<file path="src/rtl/io_pkg.sv">
// Shared constants for the switch input stage: switch count and the 32-bit
// I/O port word layout (two 5-bit halves, zero-filled above).
package io_pkg;

  localparam int IO_NBITS       = 10;
  localparam int IO_PORT_W      = 32;
  localparam int IO_PORT_SPLIT  = 5;
  localparam int IO_PORT_ZERO_W = IO_PORT_W - IO_PORT_SPLIT;

  // Zero-extends one switch half into a full port word.
  function automatic logic [IO_PORT_W-1:0] pack_port(input logic [IO_PORT_SPLIT-1:0] half);
    return {{IO_PORT_ZERO_W{1'b0}}, half};
  endfunction

endpackage

</file>
<file path="src/rtl/switch_debounce_bit.sv">
// One switch bit: SYNC_STAGES-deep synchroniser, stability counter and the
// debounced level. upd pulses combinationally on the edge stable flips.
module switch_debounce_bit #(
  parameter int SYNC_STAGES = 2,
  parameter int DB_CYCLES   = 4,
  parameter int CNT_W       = $clog2(DB_CYCLES + 1)
) (
  input  logic clk,
  input  logic resetn,
  input  logic raw,
  output logic stable,
  output logic upd
);

  localparam logic [CNT_W-1:0] CNT_LAST = CNT_W'(DB_CYCLES - 1);

  logic [SYNC_STAGES-1:0] r_sync;
  logic [CNT_W-1:0]       r_cnt;
  logic                   r_stable;
  logic                   w_sync;
  logic                   w_diff;

  assign w_sync = r_sync[SYNC_STAGES-1];
  assign w_diff = (w_sync != r_stable);
  assign upd    = w_diff && (r_cnt == CNT_LAST);
  assign stable = r_stable;

  // NOTE: non-blocking assignments make every stage sample its pre-edge
  // neighbour, so the chain advances exactly one stage per clock edge.
  always_ff @(posedge clk or negedge resetn) begin
    if (!resetn) begin
      r_sync <= '0;
    end else begin
      r_sync <= {r_sync[SYNC_STAGES-2:0], raw};
    end
  end

  always_ff @(posedge clk or negedge resetn) begin
    if (!resetn) begin
      r_cnt    <= '0;
      r_stable <= 1'b0;
    end else if (!w_diff) begin
      r_cnt <= '0;
    end else if (upd) begin
      r_stable <= w_sync;
      r_cnt    <= '0;
    end else begin
      r_cnt <= r_cnt + CNT_W'(1);
    end
  end

endmodule

</file>
<file path="src/rtl/io_switch_conditioner.sv">
// Switch input stage: per-bit debounce, port packing and a sticky change flag.
// Optional IO_SWITCH_RISE_LATCH_EN adds a per-bit sticky rising-edge latch.
module io_switch_conditioner
  import io_pkg::*;
#(
  parameter int SYNC_STAGES = 2,
  parameter int DB_CYCLES   = 4
) (
  input  logic                 clk,
  input  logic                 resetn,
  input  logic [IO_NBITS-1:0]  sw_raw,
  input  logic                 change_ack,
  output logic [IO_NBITS-1:0]  stable,
  output logic [IO_PORT_W-1:0] in_port0,
  output logic [IO_PORT_W-1:0] in_port1,
`ifdef IO_SWITCH_RISE_LATCH_EN
  output logic [IO_NBITS-1:0]  rise_latch,
`endif
  output logic                 changed
);

  localparam int NBITS = IO_NBITS;
  localparam int CNT_W = $clog2(DB_CYCLES + 1);

  logic [NBITS-1:0] w_upd;
  logic             r_changed;

  for (genvar g = 0; g < NBITS; g++) begin : g_bit
    switch_debounce_bit #(
      .SYNC_STAGES (SYNC_STAGES),
      .DB_CYCLES   (DB_CYCLES),
      .CNT_W       (CNT_W)
    ) u_bit (
      .clk    (clk),
      .resetn (resetn),
      .raw    (sw_raw[g]),
      .stable (stable[g]),
      .upd    (w_upd[g])
    );
  end

  assign in_port0 = pack_port(stable[IO_PORT_SPLIT-1:0]);
  assign in_port1 = pack_port(stable[NBITS-1:IO_PORT_SPLIT]);
  assign changed  = r_changed;

  // A fresh update outranks an acknowledge arriving on the same edge.
  always_ff @(posedge clk or negedge resetn) begin
    if (!resetn) begin
      r_changed <= 1'b0;
    end else if (|w_upd) begin
      r_changed <= 1'b1;
    end else if (change_ack) begin
      r_changed <= 1'b0;
    end
  end

`ifdef IO_SWITCH_RISE_LATCH_EN
  logic [NBITS-1:0] w_rise;
  logic [NBITS-1:0] r_rise_latch;

  // An updating bit that is currently 0 is about to become 1.
  assign w_rise     = w_upd & ~stable;
  assign rise_latch = r_rise_latch;

  always_ff @(posedge clk or negedge resetn) begin
    if (!resetn) begin
      r_rise_latch <= '0;
    end else if (change_ack) begin
      r_rise_latch <= w_rise;
    end else begin
      r_rise_latch <= r_rise_latch | w_rise;
    end
  end
`endif

endmodule

</file>
<file path="config.mk">
export PLATFORM = sky130hd
export DESIGN_NAME = io_switch_conditioner
export DESIGN_NICKNAME = d
export VERILOG_FILES = /design/src/rtl/io_pkg.sv /design/src/rtl/switch_debounce_bit.sv /design/src/rtl/io_switch_conditioner.sv
export SDC_FILE = /design/constraint.sdc
export NUM_CORES = 1
export LEC_CHECK = 0
export CORE_UTILIZATION = 42
export CTS_CLUSTER_SIZE = 12
export DETAILED_ROUTE_END_ITERATION = 10
export PLACE_DENSITY = 0.79
export SYNTH_ARGS = -nofsm -noshare
export SYNTH_HDL_FRONTEND = slang
export SYNTH_SLANG_ARGS = --single-unit
</file>
<file path="constraint.sdc">
create_clock -name clk -period 1.29 [get_ports clk]
set_input_delay 0.258 -clock clk [delete_from_list [all_inputs] [get_ports clk]]
set_output_delay 0.258 -clock clk [all_outputs]
set_load 0.02 [all_outputs]
</file>
==> results.json, run 1 <==
{
  "synth_edf_count": 0,
  "root_buffer": "clkbuf_8",
  "cp.required_ps": 1500,
  "crit_path_end": "changed$_DFFE_PN0P_",
  "syn_to_final_growth_pct": 15.2,
  "slew_viol_final": 0,
  "min_from": "g_bit[0].u_bit.r_sync[0]$_DFF_PN0_",
  "rsz0062_at_grt": "true",
  "die_x_um": 83.6,
  "critPathKind": "flip-flop to flip-flop",
  "avgViaCountPerCell": 4.21,
  "reg2regPathDepth": 5,
  "cts_buffer_depth": 2,
  "synth_ff_type": "dfrtp_1",
  "drive_above_1_share_pct": 30.9,
  "htreeDepth": 3,
  "clock-sinks": 61,
  "status": "complete, no violations",
  "grtUsageTotal_pct": 12.0,
  "synth_top_cells_by_count": "buf_4, dfrtp_1, nor3b_1",
  "grt_max_degree": 37,
  "clock_latency_ps": 340,
  "seq_area_frac_synth_pct": 54.6,
  "crit_fanout": 2,
  "dieArea_sq_um": 6990,
  "crit_path_start_kind": "flip-flop",
  "reg2reg_from": "g_bit[4].u_bit.r_cnt[0]$_DFF_PN0_",
  "grt_pass1_wl_mm": 6.31,
  "yosys_warnings": 0,
  "io_pins": 88,
  "holdWs_ps": 348,
  "hp-class": "flip-flop to flip-flop",
  "maxCapViolations": 0,
  "yosysMostFrequentCell": "buf_4",
  "layout.nets": 290,
  "p_per_area_nw_per_um2": 2210,
  "dieHeight_um": 83.6,
  "syn_avg_cell_area_sq_um": 12.5,
  "placed_cells": 327,
  "port_buffers": 33,
  "async_reset_ff_share_pct": 100,
  "postRouteAntennaNets": 0,
  "arrival_ps": 1500,
  "place_congestion": 0.663,
  "num_vias": 1470,
  "initial_utilization_pct": 43.8,
  "critPathLaunch": "g_bit[4].u_bit.r_cnt[0]$_DFF_PN0_",
  "yosys.area.top_type": "dfrtp_1",
  "drc_errors": 0,
  "wl_per_cell_um": 10.8,
  "finalCritPeriodShare_pct": 99.5,
  "fin_crit_ps": 1280,
  "ys_ff_latch": 61,
  "fmax_mhz": 779,
  "seqCellArea_sq_um": 1530,
  "hold_viol": 0,
  "cts_inserted_buffers": 9,
  "yosys-top-cells-area": "dfrtp_1, buf_4, ha_1, nor3b_1, mux2_2",
  "ir_drop_v": 0.00111,
  "rows": 29,
  "hpwl_mm": 2.68,
  "overflow": 0,
  "synth.distinct_cells": 20,
  "finalSetupTns_ps": 0,
  "netlist_area_sq_um": 2800,
  "endpoint_kind": "flip-flop",
  "rr_endpoint": "changed$_DFFE_PN0P_",
  "r2r_slack_ps": 7,
  "synth_top_area_share_pct": 54.6,
  "netlist_instances": 224,
  "skew_ps": 6.71,
  "final_cells": 349,
  "antenna_found_initial": 0,
  "wirelength_mm": 3.78,
  "p_leak_nw": 1.58,
  "drtPass1Iterations": 4,
  "drt_iter0_markers": 35,
  "clk_pin_slew_ps": 60,
  "first_global_vias": 1424,
  "cts_tree": "built",
  "setup_violations": 0,
  "fillerInstances": 581,
  "antennaDiodeCount": 0,
  "core-area_sq_um": 6390,
  "multi_input_area_sq_um": 967
}
[registers in the layout, indices dropped and copies added (netlist names)]
name / flops
g_bit.u_bit.r_sync: 20
g_bit.u_bit.stable: 10
g_bit.u_bit.r_cnt: 30
changed: 1
[worst min path at each step]
stage                                               to  slack, ps  cells past startpoint
finish              g_bit[0].u_bit.r_sync[1]$_DFF_PN0_        350                      0
global placement    g_bit[1].u_bit.r_sync[1]$_DFF_PN0_        190                      1
global route        g_bit[1].u_bit.r_sync[0]$_DFF_PN0_        330                      1
CTS                 g_bit[1].u_bit.r_sync[0]$_DFF_PN0_        340                      1
detailed placement  g_bit[1].u_bit.r_sync[1]$_DFF_PN0_        180                      1
floorplan                          changed$_DFFE_PN0P_        -40                      0
[metal layers]
layer  vias up  GRT usage [%]  share of wire [%]  wire, um
met5         -              0                  0         0
met4         0           5.55                1.3        50
met3         8           6.23                7.0       264
met2        55           19.5                 51      1930
met1       713           12.9                 41      1530
li1        694              -                  -         -
[repair_timing]
| action | 4_1_cts | 5_1_grt |
|---|---|---|
| resized for setup | 87 | 16 |
| buffers inserted | 2 | 3 |
| endpoints found under the hold margin | 12 | 0 |
| endpoints found under the setup margin | 22 | 12 |
| hold buffers | 1 | 0 |
| pin swaps | 3 | 2 |
[kinds of logic after synthesis]
group | count (synthesis) | share of synthesized area, %
xor+xnor | 12 | 4.57
mux | 10 | 4.03
flops | 61 | 54.6
compound gates | 5 | 1.57
buf+inv | 79 | 20.5
fa+ha+maj | 10 | 4.48
simple gates | 46 | 10.1
other cells | 1 | 0.134
[power breakdown]
| group | switching, W | internal, W | total [W] |
|---|---|---|---|
| sequential | 0.000320 | 0.00238 | 0.00269 |
| combinational | 0.00133 | 0.00119 | 0.00252 |
| clock | 0.000700 | 0.00119 | 0.00189 |
[critical path, stage by stage, from the launching register on]
cell and delay (ps):
dfrtp_1 390, ha_2 190, nor2b_4 120, nor2b_4 120
a221oi_2 260, nand2_1 80
[placed cells by master (no fill, tap or decap)]
| cell | n |
|---|---|
| mux2_1 | 1 |
| mux2_2 | 9 |
| xnor2_1 | 5 |
| a221oi_2 | 1 |
| bufinv_16 | 2 |
| ha_2 | 4 |
| dfrtp_1 | 61 |
| buf_4 | 18 |
| ha_1 | 6 |
| nand2_1 | 1 |
| clkbuf_8 | 11 |
| nor2b_2 | 2 |
| nor3_1 | 10 |
| nand2b_1 | 3 |
| buf_12 | 1 |
| clkbuf_2 | 1 |
| o32ai_1 | 4 |
| clkdlybuf4s50_1 | 11 |
| buf_2 | 21 |
| inv_1 | 5 |
| nor3b_1 | 15 |
| nor2b_1 | 4 |
| xor2_1 | 2 |
| nor2b_4 | 4 |
| nor2_1 | 1 |
| clkinv_2 | 2 |
| xnor2_2 | 5 |
| dlygate4sd3_1 | 1 |
| nor4_1 | 1 |
| clkbuf_1 | 1 |
| conb_1 | 54 |
| and2_1 | 2 |
| nor2_2 | 3 |
[through the flow]
stage               setup WS [ps]  total power (W)  instance area [sq um]  util [%]
global placement             -185          0.00533                   2980      46.6
floorplan                    69.8          0.00476                   2990         -
detailed placement           -165          0.00542                   2980      46.6
finish                       6.91          0.00710                   3220      50.4
CTS                          2.01          0.00714                   3180      49.8
global route                -29.8          0.00757                   3220      50.4
[layout make-up]
class	count	share of cell area, %
clock buffers	12	4.82
clock inverters	4	2.18
inverters	5	0.583
multi-input cells	137	30.0
flip-flops and latches	61	47.4
well taps	77	2.99
repair buffers	53	12.0
No activity file was read; power rests on OpenSTA's default activity.
==> run 2, diff against run 1 <==
- ABC_CLOCK_PERIOD_IN_PS: not set -> 1290
==> results of run 2 <==
Final layout, timing and power as in run 1 (identical DEF).
==> run 3, diff against run 2 <==
- CTS_CLUSTER_SIZE: 12 -> 24
==> results of run 3 <==
Final layout, timing and power as in run 1 (identical DEF).
